==> config.mk <==
export PLATFORM = sky130hd
export DESIGN_NAME = fp_16_to_32_convert_stream
export DESIGN_NICKNAME = d
export VERILOG_FILES = /design/src/rtl/fp_16_to_32_convert_stream.sv
export SDC_FILE = /design/constraint.sdc
export NUM_CORES = 1
export LEC_CHECK = 0
export ABC_AREA = 1
export BUFFER_PORTS_ARGS = -buffer_cell sky130_fd_sc_hd__buf_2
export CELL_PAD_IN_SITES_DETAIL_PLACEMENT = 1
export CELL_PAD_IN_SITES_GLOBAL_PLACEMENT = 1
export CORE_MARGIN = 3
export CORE_UTILIZATION = 41
export DETAILED_ROUTE_END_ITERATION = 6
export GPL_TIMING_DRIVEN = 1
export HOLD_SLACK_MARGIN = 0.02
export PLACE_DENSITY = 0.89
export SLEW_MARGIN = 20
export SYNTH_ARGS = -nofsm -noshare
export SYNTH_HDL_FRONTEND = slang
export SYNTH_SLANG_ARGS = --single-unit
==> constraint.sdc <==
create_clock -name clk_i -period 7.7 [get_ports clk_i]
set_clock_uncertainty 0.2 [all_clocks]
set_input_delay 1.155 -clock clk_i [delete_from_list [all_inputs] [get_ports clk_i]]
set_output_delay 1.155 -clock clk_i [all_outputs]
set_load 0.005 [all_outputs]
==> src/rtl/fp_16_to_32_convert_stream.sv <==
// Multi-lane elastic converter from binary16/bfloat16 to binary32 with NaN/subnormal flags.
// Define FP16_CVT_FTZ_EN to flush subnormal inputs to signed zero instead of normalising them.
module fp_16_to_32_convert_stream #(
  parameter int LANES       = 4,
  parameter int PIPE_STAGES = 2
) (
  input  logic                  clk_i,
  input  logic                  rst_ni,
  input  logic                  valid_i,
  output logic                  ready_o,
  input  logic                  fmt_i,
  input  logic [16*LANES-1:0]   operands_i,
  output logic                  valid_o,
  input  logic                  ready_i,
  output logic [32*LANES-1:0]   results_o,
  output logic                  nan_o,
  output logic                  sub_o,
  input  logic                  clr_i,
  output logic                  nan_sticky_o,
  output logic                  sub_sticky_o
);

  localparam int DW   = 32 * LANES;
  localparam int LAST = PIPE_STAGES - 1;

  function automatic logic [31:0] cvt_lane(input logic [15:0] op, input logic fmt);
    logic       s;
    logic [4:0] e;
    logic [9:0] m;
    logic [31:0] r;
    s = op[15];
    e = op[14:10];
    m = op[9:0];
    if (fmt) begin
      r = {op, 16'h0};
`ifdef FP16_CVT_FTZ_EN
      if (op[14:7] == 8'h00) r = {s, 31'h0};
`endif
    end else if (e == 5'd0) begin
`ifdef FP16_CVT_FTZ_EN
      r = {s, 31'h0};
`else
      begin
        logic [3:0] p;
        p = 4'd0;
        for (int i = 0; i < 10; i++) begin
          if (m[i]) p = 4'(i);
        end
        // The shift pushes the leading one out of the 23-bit field, leaving the bits below it.
        if (m == 10'd0) r = {s, 31'h0};
        else            r = {s, 8'(p) + 8'd103, 23'({m, 13'h0} << (4'd10 - p))};
      end
`endif
    end else if (e == 5'h1F) begin
      r = {s, 8'hFF, m, 13'h0};
    end else begin
      r = {s, {3'b000, e} + 8'd112, m, 13'h0};
    end
    return r;
  endfunction

  function automatic logic lane_nan(input logic [15:0] op, input logic fmt);
    if (fmt) return (op[14:7] == 8'hFF) && (op[6:0] != 7'd0);
    else     return (op[14:10] == 5'h1F) && (op[9:0] != 10'd0);
  endfunction

  function automatic logic lane_sub(input logic [15:0] op, input logic fmt);
    if (fmt) return (op[14:7] == 8'h00) && (op[6:0] != 7'd0);
    else     return (op[14:10] == 5'h00) && (op[9:0] != 10'd0);
  endfunction

  logic [DW-1:0]          res_in;
  logic [LANES-1:0]       nan_in, sub_in;

  logic [PIPE_STAGES-1:0] vld_q, vld_d, load, src_vld;
  logic [DW-1:0]          res_q   [PIPE_STAGES];
  logic [DW-1:0]          res_d   [PIPE_STAGES];
  logic [DW-1:0]          src_res [PIPE_STAGES];
  logic [LANES-1:0]       nanl_q  [PIPE_STAGES];
  logic [LANES-1:0]       nanl_d  [PIPE_STAGES];
  logic [LANES-1:0]       src_nan [PIPE_STAGES];
  logic [LANES-1:0]       subl_q  [PIPE_STAGES];
  logic [LANES-1:0]       subl_d  [PIPE_STAGES];
  logic [LANES-1:0]       src_sub [PIPE_STAGES];
  logic                   chain;
  logic                   nan_sticky_q, nan_sticky_d;
  logic                   sub_sticky_q, sub_sticky_d;

  // Decode / normalise, ahead of stage 0
  always_comb begin
    res_in = '0;
    nan_in = '0;
    sub_in = '0;
    for (int k = 0; k < LANES; k++) begin
      res_in[32*k +: 32] = cvt_lane(operands_i[16*k +: 16], fmt_i);
      nan_in[k]          = lane_nan(operands_i[16*k +: 16], fmt_i);
      sub_in[k]          = lane_sub(operands_i[16*k +: 16], fmt_i);
    end
  end

  // A stage loads when empty or when the stage after it drains this cycle.
  always_comb begin
    chain = ready_i;
    load  = '0;
    for (int n = PIPE_STAGES - 1; n >= 0; n--) begin
      chain   = ~vld_q[n] | chain;
      load[n] = chain;
    end
  end

  always_comb begin
    src_vld    = '0;
    src_vld[0] = valid_i;
    src_res[0] = res_in;
    src_nan[0] = nan_in;
    src_sub[0] = sub_in;
    for (int n = 1; n < PIPE_STAGES; n++) begin
      src_vld[n] = vld_q[n-1];
      src_res[n] = res_q[n-1];
      src_nan[n] = nanl_q[n-1];
      src_sub[n] = subl_q[n-1];
    end
  end

  always_comb begin
    for (int n = 0; n < PIPE_STAGES; n++) begin
      vld_d[n]  = load[n] ? src_vld[n] : vld_q[n];
      res_d[n]  = (load[n] && src_vld[n]) ? src_res[n] : res_q[n];
      nanl_d[n] = (load[n] && src_vld[n]) ? src_nan[n] : nanl_q[n];
      subl_d[n] = (load[n] && src_vld[n]) ? src_sub[n] : subl_q[n];
    end
  end

  always_comb begin
    nan_sticky_d = (valid_o && ready_i && nan_o) || (nan_sticky_q && !clr_i);
    sub_sticky_d = (valid_o && ready_i && sub_o) || (sub_sticky_q && !clr_i);
  end

  // Pipeline stage registers: control is reset, data only follows its valid bit
  always_ff @(posedge clk_i or negedge rst_ni) begin
    if (!rst_ni) begin
      vld_q        <= '0;
      nan_sticky_q <= 1'b0;
      sub_sticky_q <= 1'b0;
    end else begin
      vld_q        <= vld_d;
      nan_sticky_q <= nan_sticky_d;
      sub_sticky_q <= sub_sticky_d;
    end
  end

  always_ff @(posedge clk_i) begin
    for (int n = 0; n < PIPE_STAGES; n++) begin
      res_q[n]  <= res_d[n];
      nanl_q[n] <= nanl_d[n];
      subl_q[n] <= subl_d[n];
    end
  end

  // Output stage: gating by valid keeps results at zero after reset without resetting data
  always_comb begin
    ready_o      = load[0];
    valid_o      = vld_q[LAST];
    results_o    = valid_o ? res_q[LAST] : '0;
    nan_o        = valid_o && (|nanl_q[LAST]);
    sub_o        = valid_o && (|subl_q[LAST]);
    nan_sticky_o = nan_sticky_q;
    sub_sticky_o = sub_sticky_q;
  end

endmodule
==> results of run 1 <==
layout make-up:
class                      count  share of cell area
clock buffer                  17             0.03759
clock inverter                15             0.01327
inverter                     177             0.05904
multi-input combinational    748              0.3265
sequential                   172              0.4548
tap                          319             0.03527
timing repair buffer         158             0.07353
state kept, by name, indices dropped and copies added (netlist names):
register / cells
res_q: 152
nanl_q: 8
subl_q: 8
vld_q: 2
nan_sticky_o: 1
sub_sticky_o: 1
logic make-up after synthesis:
family	Yosys count	share of synthesized area
and+or+nand+nor	507	0.2265
buffers and inverters	268	0.1249
AOI/OAI and AO/OA	173	0.1062
DFF	172	0.5213
xor gates and xnor gates	8	0.01052
adders and majority gates	8	0.01014
other	1	0.0003800
power by group through the flow:
stage,registers (mW),clock network (mW),logic [mW]
after floorplan,1.18,0,0.301
after global placement,1.18,0,0.440
after detailed placement,1.19,0,0.465
after CTS,1.17,0.869,0.469
after global routing,1.17,0.903,0.525
final,1.16,0.850,0.465
path summary, 6_finish.rpt:
kind	startpoint	endpoint	slack, ns	cells after the start
hold / removal	res_q[0][13]$_SDFFCE_PP0P_	res_q[0][141]$_DFFE_PP_	0.22	0
setup / recovery	operands_i[3]	res_q[0][22]$_DFFE_PP_	4.12	16
hold reg to reg	res_q[0][13]$_SDFFCE_PP0P_	res_q[0][141]$_DFFE_PP_	0.22	0
min in group asynchronous	rst_ni	nan_sticky_o$_DFF_PN0_	0.32	1
setup reg to reg	vld_q[1]$_DFFE_PN0P_	res_q[0][95]$_DFFE_PP_	5.13	5
max in group asynchronous	rst_ni	vld_q[1]$_DFFE_PN0P_	6.85	1
routing by layer:
layer | GRT usage | share of wire
met1 | 0.2743 | 0.44
met2 | 0.3657 | 0.49
met3 | 0.03257 | 0.055
met4 | 0.05984 | 0.018
met5 | 0 | 0
critical path, cell delays in order:
cell	delay, ns
buf_2	0.12
inv_1	0.09
o21ai_1	0.07
nand2_1	0.06
nand2_1	0.05
nand2_1	0.07
nand3_2	0.17
nand2_2	0.22
inv_1	0.08
ha_1	0.21
xnor2_1	0.64
inv_1	0.28
nand4_1	0.17
nand2_1	0.06
nand2_1	0.06
a21oi_1	0.05
placed cells by master (no fill, tap or decap), types with 9 or more instances in the layout:
| cell type | n |
|---|---|
| nand4_1 | 15 |
| clkbuf_16 | 17 |
| a21oi_1 | 78 |
| nor3_1 | 9 |
| edfxtp_1 | 168 |
| conb_1 | 52 |
| buf_2 | 151 |
| o21ai_0 | 32 |
| nand2_2 | 16 |
| inv_1 | 159 |
| nand2_1 | 274 |
| nor2_1 | 70 |
| nand3_1 | 101 |
| inv_2 | 16 |
| a31oi_1 | 9 |
==> run metrics, run 1 <==
PortBufs ~150; gr usage total 0.2105; # placed instances approximately 1600; status complete, no violations; # H-tree levels 4; final worst slack ~4.1 ns; P&R area growth vs syn 14.66%; Num CTS Buffers 17; Hold Path Class reg2reg; FF/Latch Area around 0.0051 mm²; Avg WL per Cell roughly 17 µm; internal power 1.721 mW; first drt pass iteration count 5; Synth warnings 0; ys async rst share 0.02326; die area between 0.02 and 0.03 mm²; fin util 0.4807; first-pass GRT wire length 44050 µm; GPL Wtd Cong 0.8883; Clk pwr share 0.343; most frequent cell after synthesis nand2_1; setup_tns 0 ns; core area 0.02354 mm²; switching share of power 0.3060; Vias/cell between 5 and 6; Seq/Total Area, Yosys 0.5213; hold violation total from the final report 0; Die Ht roughly 160 µm; number of global-route vias before repair between 8000 and 9000; RSZ-0062 raised after global routing no; ANT cells 0; CTS tree done; Net Sw Power between 0.7 and 0.8 mW; Avg Cell Area, Syn about 8.7 µm²; CP endpoint kind flip-flop; final cell count without fillers roughly 1600; Remaining DRCs 0; Filler cells 2856; PD cells between 200 and 250 mW/mm²; DP HPWL between 15000 and 20000 µm; DR iter-0 viols approximately 500; setup bufs post-CTS 0; CP arrival 3.57 ns; largest net degree at the start of global routing 85; Slew HR 0.4260; pre-CTS setup slack ~3.7 ns; gr ovfl total 0; DP Area about 0.011 mm²; initial antenna violation count 1; minimum clock period after layout ~3.6 ns; Leakage Power 5.344 nW; Max VDD drop roughly 0.12 mV; die width 161.2 µm; fin. max-slew vios 0; clk root buf clkbuf_16; crit-path max FO 11; gate count after technology mapping around 1100; WS Path Type in2reg; top_reg_cell synth edfxtp_1; Initial Utilization 0.4192; top cells by count, synth nand2_1, edfxtp_1, inv_1; vias roughly 8300; post-synth top area share 0.5112; # hold bufs at CTS 0; Rows between 50 and 60; CP Launch Type input port; Post-synth EDFFs approximately 170; nets between 1000 and 1500; Req. time, crit path between 7 and 8 ns; Yosys top cell by area edfxtp_1; Maximum Capacitance Violations 0; Worst-Margin Slew about 0.86 ns; Antenna Nets Post-Route 0; largest cells by area after synthesis edfxtp_1, nand2_1, inv_1, nand3_1, buf_4; Yosys reg bits about 170; layout cells sized above 1 0.2044; Synth Cell Area 0.009869 mm²; combinational share of power 0.188; worst hold slack 0.2181 ns; clock sinks 172; design area ~0.011 mm²; Peak Freq approximately 0.28 GHz; CTS-repair resized insts 0; crit share post-route 0.4649; clk slew on worst S/H paths ~0.080 ns; Synth cell types 49; Max Root-Sink Buffers 2; final WL about 27000 µm; IO Pins 204; register share of total power 0.470; final setup fails 0; Multi-input gate area roughly 0.0037 mm²; PnR Total Power about 2.5 mW; clock latency on the worst-skew pair 0.43 ns
(Power assumes the default switching activity.)
==> run 2, diff against run 1 <==
--- a/config.mk
+++ b/config.mk
@@ -5,16 +5,16 @@
 export SDC_FILE = /design/constraint.sdc
 export NUM_CORES = 1
 export LEC_CHECK = 0
-export ABC_AREA = 1
+export ABC_AREA = 0
 export BUFFER_PORTS_ARGS = -buffer_cell sky130_fd_sc_hd__buf_2
 export CELL_PAD_IN_SITES_DETAIL_PLACEMENT = 1
 export CELL_PAD_IN_SITES_GLOBAL_PLACEMENT = 1
 export CORE_MARGIN = 3
-export CORE_UTILIZATION = 41
+export CORE_UTILIZATION = 39
 export DETAILED_ROUTE_END_ITERATION = 6
 export GPL_TIMING_DRIVEN = 1
 export HOLD_SLACK_MARGIN = 0.02
-export PLACE_DENSITY = 0.89
+export PLACE_DENSITY = 0.86
 export SLEW_MARGIN = 20
 export SYNTH_ARGS = -nofsm -noshare
 export SYNTH_HDL_FRONTEND = slang
==> constraint.sdc (replaced) <==
create_clock -name clk_i -period 3.1 [get_ports clk_i]
set_clock_uncertainty 0.2 [all_clocks]
set_input_delay 0.465 -clock clk_i [delete_from_list [all_inputs] [get_ports clk_i]]
set_output_delay 0.465 -clock clk_i [all_outputs]
set_load 0.005 [all_outputs]
==> run 2 against run 1 <==
  * Sequential cell count unchanged
  * Cell count decreased by 4.8%
  * Sequential power up 140%
  * Setup slack lost 3.7 ns
  * Combinational power grew 150%
  * Worst hold slack worse by 0.15 ns
  * Clock power rose by 140%
  * First-iteration DRC count increased by 6.2%
  * Register-to-register slack worse by 4.2 ns
  * Synthesized cell count is 11% lower
  * Via count increased by 1.6%
  * Die area up 8.5%
==> run metrics, run 2 <==
Yosys reg bits 172 (unchanged); Vias/cell 5.491 (+6.7%); max FFs per register 152 (unchanged); ys async rst share 0.02326 (unchanged); largest net degree at the start of global routing 96 (+13%); gr usage total 0.1989 (-0.01154); worst hold slack 0.06340 ns (-0.1547 ns); clk slew on worst S/H paths 0.07 ns (about the same); most common cell after layout, fill and taps aside edfxtp_1; DR iter-0 viols 535 (+6.2%); combinational share of power 0.192 (+0.004); setup_tns 0 ns (unchanged); Hold Path Class in2reg; Antenna Nets Post-Route 0 (unchanged); ANT cells 0 (unchanged); clock latency on the worst-skew pair 0.42 ns (about the same); design area 0.01218 mm² (+7.6%); die width 167.9 µm (+4.2%); WS Path Type in2reg; Avg WL per Cell 18.77 µm (+9.6%); P&R area growth vs syn 19.14%; Synth warnings 0 (unchanged); Num CTS Buffers 17 (unchanged); switching share of power 0.2713 (-0.03472); Req. time, crit path 3.05 ns (-4.64 ns); post-synth top area share 0.4936 (-0.01752); status complete, no violations; Filler cells 2919 (+2.2%); RSZ-0062 raised after global routing no; first drt pass iteration count 5 (unchanged); number of global-route vias before repair 8529 (+1.4%); Worst-Margin Slew 0.6092 ns (-0.2518 ns); hold violation total from the final report 0 (unchanged); largest cells by area after synthesis edfxtp_1, and2_1, buf_4, a21oi_1, nand2_1; minimum clock period after layout 2.665 ns; fin. max-slew vios 0 (unchanged); Post-synth EDFFs 168 (unchanged); GPL Wtd Cong 0.9149 (+3.0%); final WL 28700 µm (+4.4%); register share of total power 0.474 (+0.004); CTS tree done; Die Ht 167.9 µm (+4.2%); crit share post-route 0.8598; pre-CTS setup slack -0.002175 ns (-3.680 ns); Leakage Power 4.789 nW (-10%); internal power 4.353 mW (+150%); nets 1264 (-6.5%); gate count after technology mapping 1007 (-11%); Maximum Capacitance Violations 0 (unchanged); Synth Cell Area 0.01022 mm² (+3.5%); Avg Cell Area, Syn 10.15 µm² (+17%); DP Area 0.01158 mm² (+7.8%); Slew HR 0.5924 (+0.1664); Synth cell types 77 (+57%); top_reg_cell synth edfxtp_1; first-pass GRT wire length 45840 µm (+4.1%); final setup fails 0 (unchanged); vias 8395 (+1.6%); CP Launch Type input port; most frequent cells in the layout edfxtp_1, buf_2, and2_1, buf_4, nand2_1; Top reg by flops res_q; gr ovfl total 0 (unchanged); # H-tree levels 4 (unchanged); core area 0.02547 mm² (+8.2%); Seq/Total Area, Yosys 0.5034 (-0.01787); Rows 58 (+3.6%); most frequent cell after synthesis edfxtp_1; top cells by count, synth edfxtp_1, and2_1, nand2_1; Initial Utilization 0.4012 (-0.01800); CTS-repair resized insts 0 (unchanged); DP HPWL 21350 µm (+8.4%); # hold bufs at CTS 5 (+5); setup bufs post-CTS 0 (unchanged); clock sinks 172 (unchanged); Multi-input gate area 0.004511 mm² (+22%); clk root buf clkbuf_16; Peak Freq approximately 0.38 GHz; Max Root-Sink Buffers 2 (unchanged); PortBufs 151 (unchanged); Clk pwr share 0.335 (-0.008); die area 0.02818 mm² (+8.5%); FF/Latch Area 0.005146 mm² (unchanged); Net Sw Power 1.621 mW (+110%); biggest regs res_q: 152 flops, nanl_q: 8 flops, subl_q: 8 flops; Remaining DRCs 0 (unchanged); crit-path max FO 5 (-6); IO Pins 204 (unchanged); layout cells sized above 1 0.2527 (+0.04836); CP arrival 2.62 ns (-0.95 ns); Yosys top cell by area edfxtp_1; CP endpoint kind flip-flop; PD cells 490.7 mW/mm² (+120%); initial antenna violation count 0 (-1); Max VDD drop 0.3474 mV (+190%); final worst slack 0.4347 ns (-3.686 ns)
-- run 2: cell count changes after synthesis, sizes merged, moves of 15 or more --
cell and delta:
nand2 -216, inv -152, nand3 -93, and2 +92
clkbuf +36, nor3 +29, o21ai +19, a21oi -17
nor2 -17, nor2b +16, nand2b +15
-- run 2: final cells by class --
| cell class | count | share of cell area |
|---|---|---|
| multi-input combinational | 733 | 0.3705 |
| sequential | 172 | 0.4227 |
| inverter | 25 | 0.007707 |
| clock inverter | 15 | 0.01007 |
| tap | 330 | 0.03391 |
| clock buffer | 17 | 0.03494 |
| timing repair buffer | 237 | 0.1202 |
-- run 2: routing by layer --
metal / wire length (µm) / track usage / share of wire
met1: 12750 / 0.2655 / 0.44
met2: 14410 / 0.3489 / 0.50
met3: 1183 / 0.02066 / 0.041
met4: 359 / 0.04909 / 0.013
met5: 0 / 0 / 0
-- run 2: per-stage QoR --
step	power (mW)	instances	utilization
finish	5.974	1529	0.4780
global route	6.272	1529	0.4780
CTS	6.045	1529	0.4780
detailed placement	4.020	1492	0.4545
global placement	3.982	1492	0.4545
floorplan	3.574	1058	-
-- run 2: power groups by stage --
stage,clock network [mW],registers (mW),logic [mW]
2_1_floorplan,0,2.86,0.718
3_3_place_gp,0,2.87,1.11
3_5_place_dp,0,2.88,1.14
4_1_cts,2.06,2.83,1.15
5_1_grt,2.16,2.85,1.26
6_report,2.00,2.83,1.15
-- run 2: cell families (layout without fill, tap and decap cells) --
family | Yosys count | count (layout) | synth area share
AO/OA/AOI/OAI | 273 | 273 | 0.1806
XOR/XNOR | 7 | 7 | 0.007836
adder cells (fa/ha/maj) | 8 | 8 | 0.009795
buffers and inverters | 153 | 294 | 0.07639
flip-flops | 172 | 172 | 0.5034
multiplexers | 23 | 23 | 0.03036
other | 1 | 52 | 0.0003669
AND/OR/NAND/NOR | 370 | 370 | 0.1912
-- run 2: worst paths after layout --
| check | depth (start not counted) | slack, ns | to | from |
|---|---|---|---|---|
| worst max-delay path | 10 | 0.43 | res_q[0][22]$_DFFE_PP_ | operands_i[8] |
| worst min-delay path | 2 | 0.06 | nan_sticky_o$_DFF_PN0_ | clr_i |
| worst min register to register | 0 | 0.21 | res_q[0][214]$_DFFE_PP_ | res_q[0][86]$_DFFE_PP_ |
| max in group asynchronous | 2 | 2.38 | vld_q[1]$_DFFE_PN0P_ | rst_ni |
| worst max register to register | 3 | 0.92 | res_q[0][49]$_DFFE_PP_ | vld_q[1]$_DFFE_PN0P_ |
| min in group asynchronous | 2 | 0.18 | nan_sticky_o$_DFF_PN0_ | rst_ni |
-- run 2: worst max-delay path, cell delays in order --
cell,delay [ns]
buf_2,0.12
and2b_4,0.22
a311oi_4,0.30
o21ai_2,0.11
ha_2,0.19
or3_4,0.39
and2_4,0.19
mux4_2,0.41
o22ai_1,0.14
o21ai_1,0.08
==> run 3, diff against run 2 <==
--- a/config.mk
+++ b/config.mk
@@ -15,6 +15,7 @@
 export GPL_TIMING_DRIVEN = 1
 export HOLD_SLACK_MARGIN = 0.02
 export PLACE_DENSITY = 0.86
+export REMOVE_ABC_BUFFERS = 1
 export SLEW_MARGIN = 20
 export SYNTH_ARGS = -nofsm -noshare
 export SYNTH_HDL_FRONTEND = slang
==> run 3 against run 2 <==
  * Sequential power about the same
  * Wire length is 2.9% higher
  * Count of clock-buffer cells in the layout up 3
  * Maximum frequency shrank 3.0%
  * Critical path type unchanged
  * Sequential share of layout area down 0.48 points
  * Largest cell class unchanged
  * Cell count increased by 0.85%
  * Sequential cell count stayed put
  * Register-to-register slack better by 0.28 ns
  * Critical endpoint unchanged
  * Clock power rose by 12%
==> run metrics, run 3 (synthesis results as in run 2) <==
DP HPWL 21630 µm (+1.3%); hold violation total from the final report 0 (unchanged); Initial Utilization 0.4012 (unchanged); Worst Hold Path Cells 1 (-1); clock sinks 172 (unchanged); PnR Total Power 6.215 mW (+4.0%); # hold bufs at CTS 4 (-1); CP arrival 2.70 ns (+0.08 ns); Leakage Power 4.879 nW (+1.9%); minimum clock period after layout 2.747 ns (+0.08138 ns); RSZ-0062 raised after global routing no; Slew HR 0.5390 (-0.05340); Rows 58 (unchanged); Top reg by flops res_q; Crit. path cell count 10 (unchanged); final setup fails 0 (unchanged); Peak Freq 0.3641 GHz (-3.0%); first drt pass iteration count 4 (-1); nets 1278 (+1.1%); vias 8487 (+1.1%); final cell count without fillers 1542 (+0.85%); CP endpoint kind flip-flop; PortBufs 151 (unchanged); most frequent cells in the layout edfxtp_1, buf_2, buf_4, and2_1, nand2_1; Hold Path Class in2reg; gr ovfl total 0 (unchanged); biggest regs res_q: 152 flops, nanl_q: 8 flops, subl_q: 8 flops; max FFs per register 152 (unchanged); most common cell after layout, fill and taps aside edfxtp_1; Max VDD drop 0.2625 mV (-24%); final WL 29520 µm (+2.9%); CP Launch Type input port; clock latency on the worst-skew pair 0.42 ns (about the same); CTS tree done; # placed instances 1507 (+1.0%); initial antenna violation count 0 (unchanged); clk slew on worst S/H paths 0.06 ns (about the same); Antenna Nets Post-Route 0 (unchanged); family with the most delay on the worst path simple AND/OR/NAND/NOR gates; Avg WL per Cell 19.14 µm (+2.0%); setup bufs post-CTS 0 (unchanged); layout cells sized above 1 0.2566 (+0.003890); status complete, no violations; P&R area growth vs syn 20.49%; PD cells 504.7 mW/mm² (+2.9%); gr usage total 0.2063 (+0.007321); Die Ht 167.9 µm (unchanged); FF-to-FF path depth 3 (unchanged); clk root buf clkbuf_16; crit share post-route 0.8860 (+0.02625); Num CTS Buffers 17 (unchanged); Req. time, crit path 3.05 ns (about the same); crit-path max FO 5 (unchanged); die width 167.9 µm (unchanged); die area 0.02818 mm² (unchanged); Vias/cell 5.504 (+0.24%); CP max stage delay 0.43 ns (+0.02 ns); R2R setup slack 1.20 ns (+0.28 ns); WS Path Type in2reg; number of global-route vias before repair 8839 (+3.6%); WP buf/inv 1 (unchanged); fin. max-slew vios 0 (unchanged); largest net degree at the start of global routing 96 (unchanged); core area 0.02547 mm² (unchanged); first-pass GRT wire length 47360 µm (+3.3%); # H-tree levels 4 (unchanged); DR iter-0 viols 537 (+0.37%); Worst path slowest cell mux4_2; ANT cells 0 (unchanged); worst path cell trace buf_2 -> and2b_4 -> a311oi_4 -> o21ai_0 -> ha_1 -> or3_1 -> and2_1 -> mux4_2 -> o22ai_1 -> o21ai_1; Worst-Margin Slew 0.6852 ns (+0.07604 ns); CTS-repair resized insts 0 (unchanged); Remaining DRCs 0 (unchanged); Max Root-Sink Buffers 2 (unchanged); IO Pins 204 (unchanged); Maximum Capacitance Violations 0 (unchanged); GPL Wtd Cong 0.9124 (-0.27%)
[run 3: cell count changes in the layout (fill, tap and decap cells not counted), sizes merged, moves of 2 or more]
cell | before | now
buf | 232 | 247
bufinv | 1 | 4
clkbuf | 17 | 20
clkinv | 5 | 2
clkinvlp | 5 | 3
inv | 29 | 27
[run 3: area by class of cell]
type	instances	area, µm²
clock buffers	20	436.7
clock inverters	11	167.7
fillers	2863	13160
inverters	25	93.84
multi-input cells	733	4491
flip-flops and latches	172	5146
well taps	330	412.9
repair buffers	251	1567
[run 3: worst paths after layout]
kind	start	endpoint
worst max-delay path	operands_i[8]	res_q[0][22]$_DFFE_PP_
worst min-delay path	operands_i[47]	res_q[0][95]$_DFFE_PP_
worst max register to register	vld_q[1]$_DFFE_PN0P_	subl_q[0][0]$_DFFE_PP_
worst min register to register	res_q[0][53]$_DFFE_PP_	res_q[0][181]$_DFFE_PP_
max in group asynchronous	rst_ni	vld_q[1]$_DFFE_PN0P_
min in group asynchronous	rst_ni	sub_sticky_o$_DFF_PN0_
[run 3: stage by stage]
step	area, µm²	setup TNS [ns]	setup WS [ns]	hold slack [ns]	utilization
global route	12310	0	0.1530	0.02477	0.4834
detailed placement	11670	-0.1547	-0.08400	0.09576	0.4581
finish	12310	0	0.3534	0.03704	0.4834
global placement	11670	0	0.00004663	0.09121	0.4581
floorplan	9724	-107.41	-0.6885	-0.03059	-
CTS	12310	0	0.3712	0.02265	0.4834
[run 3: where the power goes]
part | switching, mW | internal, mW
logic | 0.684 | 0.482
clock network | 0.881 | 1.35
registers | 0.0447 | 2.78
[run 3: metal layers]
layer,wire (µm),vias up,track usage
met4,631,0,0.06475
met1,13170,4165,0.2768
met5,0,-,0
met3,1311,46,0.02371
met2,14410,267,0.3517
li1,-,4009,-
[run 3: worst register-to-register path, cell delays in order (launching register included)]
cell      delay [ns]
dfrtp_2         0.43
nand3b_1        0.18
and2_4          0.41
buf_4           0.35
